===== src/rtl/countdown_sequencer.sv =====
// Keypad-set MM.SS countdown controller: BCD setpoint entry, per-tick countdown,
// display blanking and buzzer alarm, with tick-counter clear/enable control.
module countdown_sequencer #(
    parameter int unsigned ALARM_TICKS = 5,
    parameter logic [3:0]  KEY_START   = 4'hA,
    parameter logic [3:0]  KEY_PAUSE   = 4'hB,
    parameter logic [3:0]  KEY_CLEAR   = 4'hC
) (
    input  logic        clk,
    input  logic        rst_n,
    input  logic [3:0]  num,
    input  logic        pressed,
    input  logic        tick,
    output logic        cnt_clr,
    output logic        cnt_run,
    output logic [15:0] bcd,
    output logic        blank,
    output logic        buzz_en,
    output logic        done,
    output logic        err
);

    localparam logic [1:0] ST_ENTRY = 2'd0;
    localparam logic [1:0] ST_RUN   = 2'd1;
    localparam logic [1:0] ST_PAUSE = 2'd2;
    localparam logic [1:0] ST_ALARM = 2'd3;

    localparam int unsigned   AW         = (ALARM_TICKS < 2) ? 1 : $clog2(ALARM_TICKS + 1);
    localparam logic [AW-1:0] ALARM_LOAD = AW'(ALARM_TICKS);

    logic [1:0]    rst_sync;
    logic          sync_ok;
    logic          pressed_q;
    logic          key_ev;
    logic [3:0]    key_code;
    logic [1:0]    state;
    logic [AW-1:0] acnt;

    logic [1:0]    state_nx;
    logic [15:0]   bcd_nx;
    logic [15:0]   bcd_m1;
    logic [AW-1:0] acnt_nx;
    logic          run_nx;
    logic          blank_nx;
    logic          buzz_nx;
    logic          clr_nx;
    logic          done_nx;
    logic          err_nx;
    logic          is_digit;

    // MM.SS decrement; seconds wrap 00 -> 59 and borrow from the minutes.
    function automatic logic [15:0] bcd_dec(input logic [15:0] v);
        logic [3:0] m1, m0, s1, s0;
        {m1, m0, s1, s0} = v;
        if (s0 != 4'd0) begin
            s0 = s0 - 4'd1;
        end else if (s1 != 4'd0) begin
            s1 = s1 - 4'd1;
            s0 = 4'd9;
        end else begin
            s1 = 4'd5;
            s0 = 4'd9;
            if (m0 != 4'd0) begin
                m0 = m0 - 4'd1;
            end else begin
                m0 = 4'd9;
                m1 = m1 - 4'd1;
            end
        end
        return {m1, m0, s1, s0};
    endfunction

    always_ff @(posedge clk or negedge rst_n) begin
        if (!rst_n) begin
            rst_sync <= '0;
        end else begin
            rst_sync <= {rst_sync[0], 1'b1};
        end
    end

    assign sync_ok = rst_sync[1];

    // Registers stay at their reset values until the released reset has synchronized.
    always_ff @(posedge clk or negedge rst_n) begin
        if (!rst_n) begin
            pressed_q <= 1'b0;
            key_ev    <= 1'b0;
            key_code  <= '0;
        end else if (sync_ok) begin
            pressed_q <= pressed;
            key_ev    <= pressed & ~pressed_q;
            key_code  <= num;
        end
    end

    always_comb begin
        state_nx = state;
        bcd_nx   = bcd;
        acnt_nx  = acnt;
        run_nx   = cnt_run;
        blank_nx = blank;
        buzz_nx  = buzz_en;
        clr_nx   = 1'b0;
        done_nx  = 1'b0;
        err_nx   = 1'b0;
        is_digit = (key_code <= 4'd9);
        bcd_m1   = bcd_dec(bcd);

        case (state)
            ST_ENTRY: begin
                if (key_ev) begin
                    if (is_digit) begin
                        bcd_nx = {bcd[11:0], key_code};
                    end else if (key_code == KEY_CLEAR) begin
                        bcd_nx = '0;
                    end else if (key_code == KEY_START) begin
                        if (bcd == '0 || bcd[7:4] > 4'd5) begin
                            err_nx = 1'b1;
                        end else begin
                            clr_nx   = 1'b1;
                            run_nx   = 1'b1;
                            state_nx = ST_RUN;
                        end
                    end
                end
            end

            // A key event in the tick cycle wins and the tick is dropped.
            ST_RUN: begin
                if (key_ev) begin
                    if (key_code == KEY_PAUSE) begin
                        run_nx   = 1'b0;
                        state_nx = ST_PAUSE;
                    end else if (key_code == KEY_CLEAR) begin
                        bcd_nx   = '0;
                        run_nx   = 1'b0;
                        state_nx = ST_ENTRY;
                    end
                end else if (tick && bcd != '0) begin
                    bcd_nx = bcd_m1;
                    if (bcd_m1 == '0) begin
                        done_nx  = 1'b1;
                        buzz_nx  = 1'b1;
                        acnt_nx  = ALARM_LOAD;
                        state_nx = ST_ALARM;
                    end
                end
            end

            ST_PAUSE: begin
                if (key_ev) begin
                    if (key_code == KEY_PAUSE) begin
                        clr_nx   = 1'b1;
                        run_nx   = 1'b1;
                        state_nx = ST_RUN;
                    end else if (key_code == KEY_CLEAR) begin
                        bcd_nx   = '0;
                        run_nx   = 1'b0;
                        state_nx = ST_ENTRY;
                    end
                end
            end

            ST_ALARM: begin
                if (key_ev || (tick && acnt <= AW'(1))) begin
                    bcd_nx   = '0;
                    acnt_nx  = '0;
                    run_nx   = 1'b0;
                    blank_nx = 1'b0;
                    buzz_nx  = 1'b0;
                    state_nx = ST_ENTRY;
                end else if (tick) begin
                    acnt_nx  = acnt - AW'(1);
                    blank_nx = ~blank;
                end
            end

            default: begin
                state_nx = ST_ENTRY;
            end
        endcase
    end

    always_ff @(posedge clk or negedge rst_n) begin
        if (!rst_n) begin
            state   <= ST_ENTRY;
            bcd     <= '0;
            acnt    <= '0;
            cnt_clr <= 1'b0;
            cnt_run <= 1'b0;
            blank   <= 1'b0;
            buzz_en <= 1'b0;
            done    <= 1'b0;
            err     <= 1'b0;
        end else if (sync_ok) begin
            state   <= state_nx;
            bcd     <= bcd_nx;
            acnt    <= acnt_nx;
            cnt_clr <= clr_nx;
            cnt_run <= run_nx;
            blank   <= blank_nx;
            buzz_en <= buzz_nx;
            done    <= done_nx;
            err     <= err_nx;
        end
    end

endmodule


===== config.mk =====
export PLATFORM = sky130hd
export DESIGN_NAME = countdown_sequencer
export DESIGN_NICKNAME = d
export VERILOG_FILES = /design/src/rtl/countdown_sequencer.sv
export SDC_FILE = /design/constraint.sdc
export NUM_CORES = 1
export LEC_CHECK = 0
export CAP_MARGIN = 20
export CORE_MARGIN = 8
export CORE_UTILIZATION = 25
export DETAILED_ROUTE_END_ITERATION = 10
export PLACE_DENSITY = 0.48
export SLEW_MARGIN = 40
export SYNTH_ARGS = -nofsm -noshare
export SYNTH_HDL_FRONTEND = slang
export SYNTH_SLANG_ARGS = --single-unit

===== constraint.sdc =====
create_clock -name clk -period 2.6 [get_ports clk]
set_clock_uncertainty 0.15 [all_clocks]
set_input_delay 0.65 -clock clk [delete_from_list [all_inputs] [get_ports clk]]
set_output_delay 0.65 -clock clk [all_outputs]
set_load 0.03 [all_outputs]

==> PnR_summary.wiki <==
{| class="wikitable"
! Metric !! Value
|-
| Top Metal Used || met4
|-
| Die Height || 114 um
|-
| Ant diodes || 0
|-
| DRC marker count from the first detailed-route iteration || 120
|-
| Synth Instances || 270
|-
| Most frequently used flop master after synthesis || dfrtp_1
|-
| Portion of the post-synthesis area used by sequential elements || around 37%
|-
| Worst ir drop on vdd || between 0.4 and 0.5 mV
|-
| Dpl hpwl || 5220 um
|-
| I/O Buffers || 29
|-
| Final total power || 3.21 mW
|-
| Num Clock Sinks || 35
|-
| Register bit count reported by yosys || 35
|-
| Unrepaired setup endpoints after global routing || false
|-
| Vias per Instance || 5.05
|-
| FF-to-FF setup slack || 0.20 ns
|-
| Buffer cell driving the clock tree root || clkbuf_8
|-
| Setup Crit Path Kind || reg -> out
|-
| Hold Buf Count CTS || 0
|-
| Post-synth EDFFs || 0
|-
| Number of nets produced by synthesis || around 280
|-
| Global-route wire length before repair || 11700 um
|-
| Area of the die || 0.0129 mm2
|-
| Width of the chip || ~110 um
|-
| Final worst-path cycle share || between 90% and 100%
|-
| Number of buffers inserted by post-CTS setup repair || 0
|-
| TritonRoute pass-1 iters || 4
|-
| Simple-gate share of the synthesized area || 21.7%
|-
| Number of failing setup endpoints in the final timing report || 0
|-
| Clock network latency to the later pin of the worst-skew pair || 0.29 ns
|-
| Maximum number of pins on one net before global-route repair || 20
|-
| End of the worst register-to-register path || bcd[12]
|-
| Number of max-cap violations || 0
|-
| Synthesis-to-layout area growth || 27.2%
|-
| Fmax || 0.415 GHz
|-
| Clock Tree Buf Depth || 2
|-
| Initial Util || between 20% and 30%
|-
| Number of cells traversed by the worst register-to-register path || 9
|-
| Syn Std Cell Area || 0.00238 mm2
|-
| Run status || finished, final reports clean
|-
| Routed len/inst || 15.8 um
|-
| Yosys warning count || 0
|-
| Kind of path behind the tightest hold check || in -> async
|-
| Top cell type by total area after synthesis || dfrtp_1
|-
| Hold Violations, Final || 0
|-
| Crit path launch type || flop
|-
| Filler Cells Inserted || 994
|-
| Largest family of logic cells by synthesized area || compound AO/OA/AOI/OAI gates
|-
| Routed length on met3 || 339 um
|-
| Total global routing track utilization || 11.1%
|-
| Share of the synthesized netlist area taken by xor and xnor gates || 1.10%
|-
| Wirelength, routed || 7030 um
|-
| Detailed-routing wirelength on met1 || 3510 um
|-
| Peak fanout along the critical path || 10
|-
| Post-Syn Area per Cell || 8.82 um2
|-
| Distinct cell type count of the synthesized netlist || 69
|-
| CP max stage cell || clkdlybuf4s50_1
|-
| Total via count in the routed design || 2241
|-
| TritonCTS clock tree || yes
|-
| Critical path endpoint category || output port
|-
| Final Max Slew Viols || 0
|-
| Leakage component of the power || 1.25 nW
|-
| Signal arrival time at the worst endpoint || 1.61 ns
|-
| Vias in the first global route || 2217
|-
| PwrDens || around 1100 mW/mm2
|-
| Largest cells by area after synthesis || dfrtp_1, nand2_1, o21ai_0
|-
| Fraction of the mapped netlist area in adder cells || 2.10%
|-
| Num rows || 35
|-
| Number of buffer and inverter instances along the worst setup path || 1
|-
| Area of the core || 0.00924 mm2
|-
| Number of nets at the end of the flow || ~330
|-
| Share of the core filled with cells || around a third
|-
| Critical path required time || approximately 1.8 ns
|-
| Antenna-violating nets left || 0
|-
| Congestion Overflow GR || 0
|-
| Fraction of the mapped netlist area in compound gates || 28.5%
|-
| Final Hold Slack || 0.155 ns
|-
| Gpl congestion || 0.776
|-
| Share of flip-flops with an asynchronous set or reset || 100%
|-
| Met2 routed WL || 3150 um
|-
| Number of remaining DRC errors || 0
|-
| Pin slew with the least headroom to its limit || about 0.57 ns
|-
| Count of H-tree levels built during CTS || 2
|-
| Post-cts gate resize count || 0
|-
| IO Pins || 30
|-
| Clock slew at the register clock pins of the worst setup and hold paths || 0.08 ns
|-
| Reg-to-reg startpoint || bcd[12]
|-
| Initial antenna violation count || 0
|-
| Setup Total Neg Slack || 0 ns
|-
| Multiplexer share of the synthesized area || 3.36%
|-
| Fraction of layout cells with a size suffix above 1 || between 10% and 20%
|-
| Delay of the slowest critical-path stage || around 0.75 ns
|-
| Post-synth top area share || 36.8%
|-
| Minimum clock period after layout || 2.41 ns
|-
| Category of cells accounting for the largest share of critical-path delay || buffers and inverters
|-
| Slew margin rel. || about three fifths
|-
| Number of clock buffers inserted by TritonCTS || 5
|-
| CP Cell Sequence || clkdlybuf4s50_1
|}
==> state kept, by name (all words and copies together), names as in the netlist <==
| name | cells |
|---|---|
| bcd | 16 |
| cnt_clr | 1 |
| state | 2 |
| buzz_en | 1 |
| cnt_run | 1 |
| acnt | 3 |
| done | 1 |
| key_ev | 1 |
| pressed_q | 1 |
| err | 1 |
| blank | 1 |
| rst_sync | 2 |
| key_code | 4 |
==> Yosys cell counts (2+ instances only) <==
| cell type | instances |
|---|---|
| dfrtp_1 | 35 |
| nand2_1 | 31 |
| inv_1 | 17 |
| nor2_1 | 17 |
| o21ai_0 | 14 |
| a21oi_1 | 10 |
| clkbuf_1 | 10 |
| nor3_1 | 9 |
| a31oi_1 | 7 |
| nand3_1 | 7 |
| o2bb2ai_1 | 7 |
| buf_2 | 6 |
| o211ai_1 | 6 |
| o22ai_1 | 5 |
| a22oi_1 | 4 |
| ha_1 | 4 |
| mux2_2 | 4 |
| nand4_1 | 4 |
| and2_1 | 3 |
| or3_1 | 3 |
| a211o_1 | 2 |
| a21o_1 | 2 |
| a221o_1 | 2 |
| a22o_1 | 2 |
| a31o_2 | 2 |
| a32o_1 | 2 |
| a32oi_1 | 2 |
| and3_1 | 2 |
| buf_1 | 2 |
| mux2i_1 | 2 |
| nand2b_1 | 2 |
| nor3b_1 | 2 |
| nor4_4 | 2 |
| o211a_1 | 2 |
| o21a_1 | 2 |
| o21bai_1 | 2 |
| o221ai_1 | 2 |
| xnor2_1 | 2 |
==> power by group <==
group / internal, mW / switching (mW)
registers: 0.692 / 0.251
clock network: 0.184 / 0.214
logic: 0.798 / 1.07
==> how the worst max path moves through the flow <==
stage | startpoint | depth (start not counted) | end | slack, ns
after floorplan | bcd[0] | 6 | acnt[1] | 0.17
after global placement | tick | 6 | bcd[4] | -0.01
after detailed placement | tick | 6 | bcd[4] | -0.02
after CTS | bcd[5] | 1 | bcd[5] | 0.18
after global routing | bcd[12] | 9 | bcd[8] | 0.01
final | bcd[5] | 1 | bcd[5] | 0.19
==> stage by stage <==
| step | cells | setup slack, ns | instance area [um2] |
|---|---|---|---|
| CTS | 444 | 0.179 | 3030 |
| global placement | 436 | -0.0132 | 2950 |
| global route | 444 | 0.0132 | 3030 |
| floorplan | 270 | 0.174 | 2380 |
| finish | 444 | 0.190 | 3030 |
| detailed placement | 436 | -0.0238 | 2950 |
==> metal layers <==
metal / GRT usage, % / vias to the layer above
li1: - / 1093
met1: 15.2 / 1101
met2: 17.2 / 45
met3: 2.75 / 2
met4: 2.40 / 0
met5: 0 / -
==> cell families (layout without fill, tap and decap cells) <==
logic type / after synthesis / after routing
AO/OA/AOI/OAI: 90 / 90
XOR/XNOR: 3 / 3
adder cells (fa/ha/maj): 4 / 4
buffers and inverters: 36 / 81
flip-flops: 35 / 35
multiplexers: 7 / 7
other: 1 / 1
AND/OR/NAND/NOR: 94 / 94
==> layout by cell type (no fill, tap or decap), types with 9 or more instances in the layout <==
master / instances
dfrtp_1: 35
nor2_1: 17
clkdlybuf4s50_1: 28
buf_4: 27
nor3_1: 9
o21ai_0: 14
a21oi_1: 10
nand2_1: 31
inv_1: 17
==> layout make-up <==
cell class | count | area (um2) | area share, %
Multi-Input combinational cell | 199 | 1360 | 44.8
Sequential cell | 35 | 876 | 28.9
Timing Repair Buffer | 56 | 488 | 16.1
Tap cell | 129 | 161 | 5.33
Clock buffer | 5 | 68.8 | 2.27
Inverter | 17 | 63.8 | 2.11
Clock inverter | 3 | 15.0 | 0.496
Note: power is estimated with default switching activity, not from simulation.
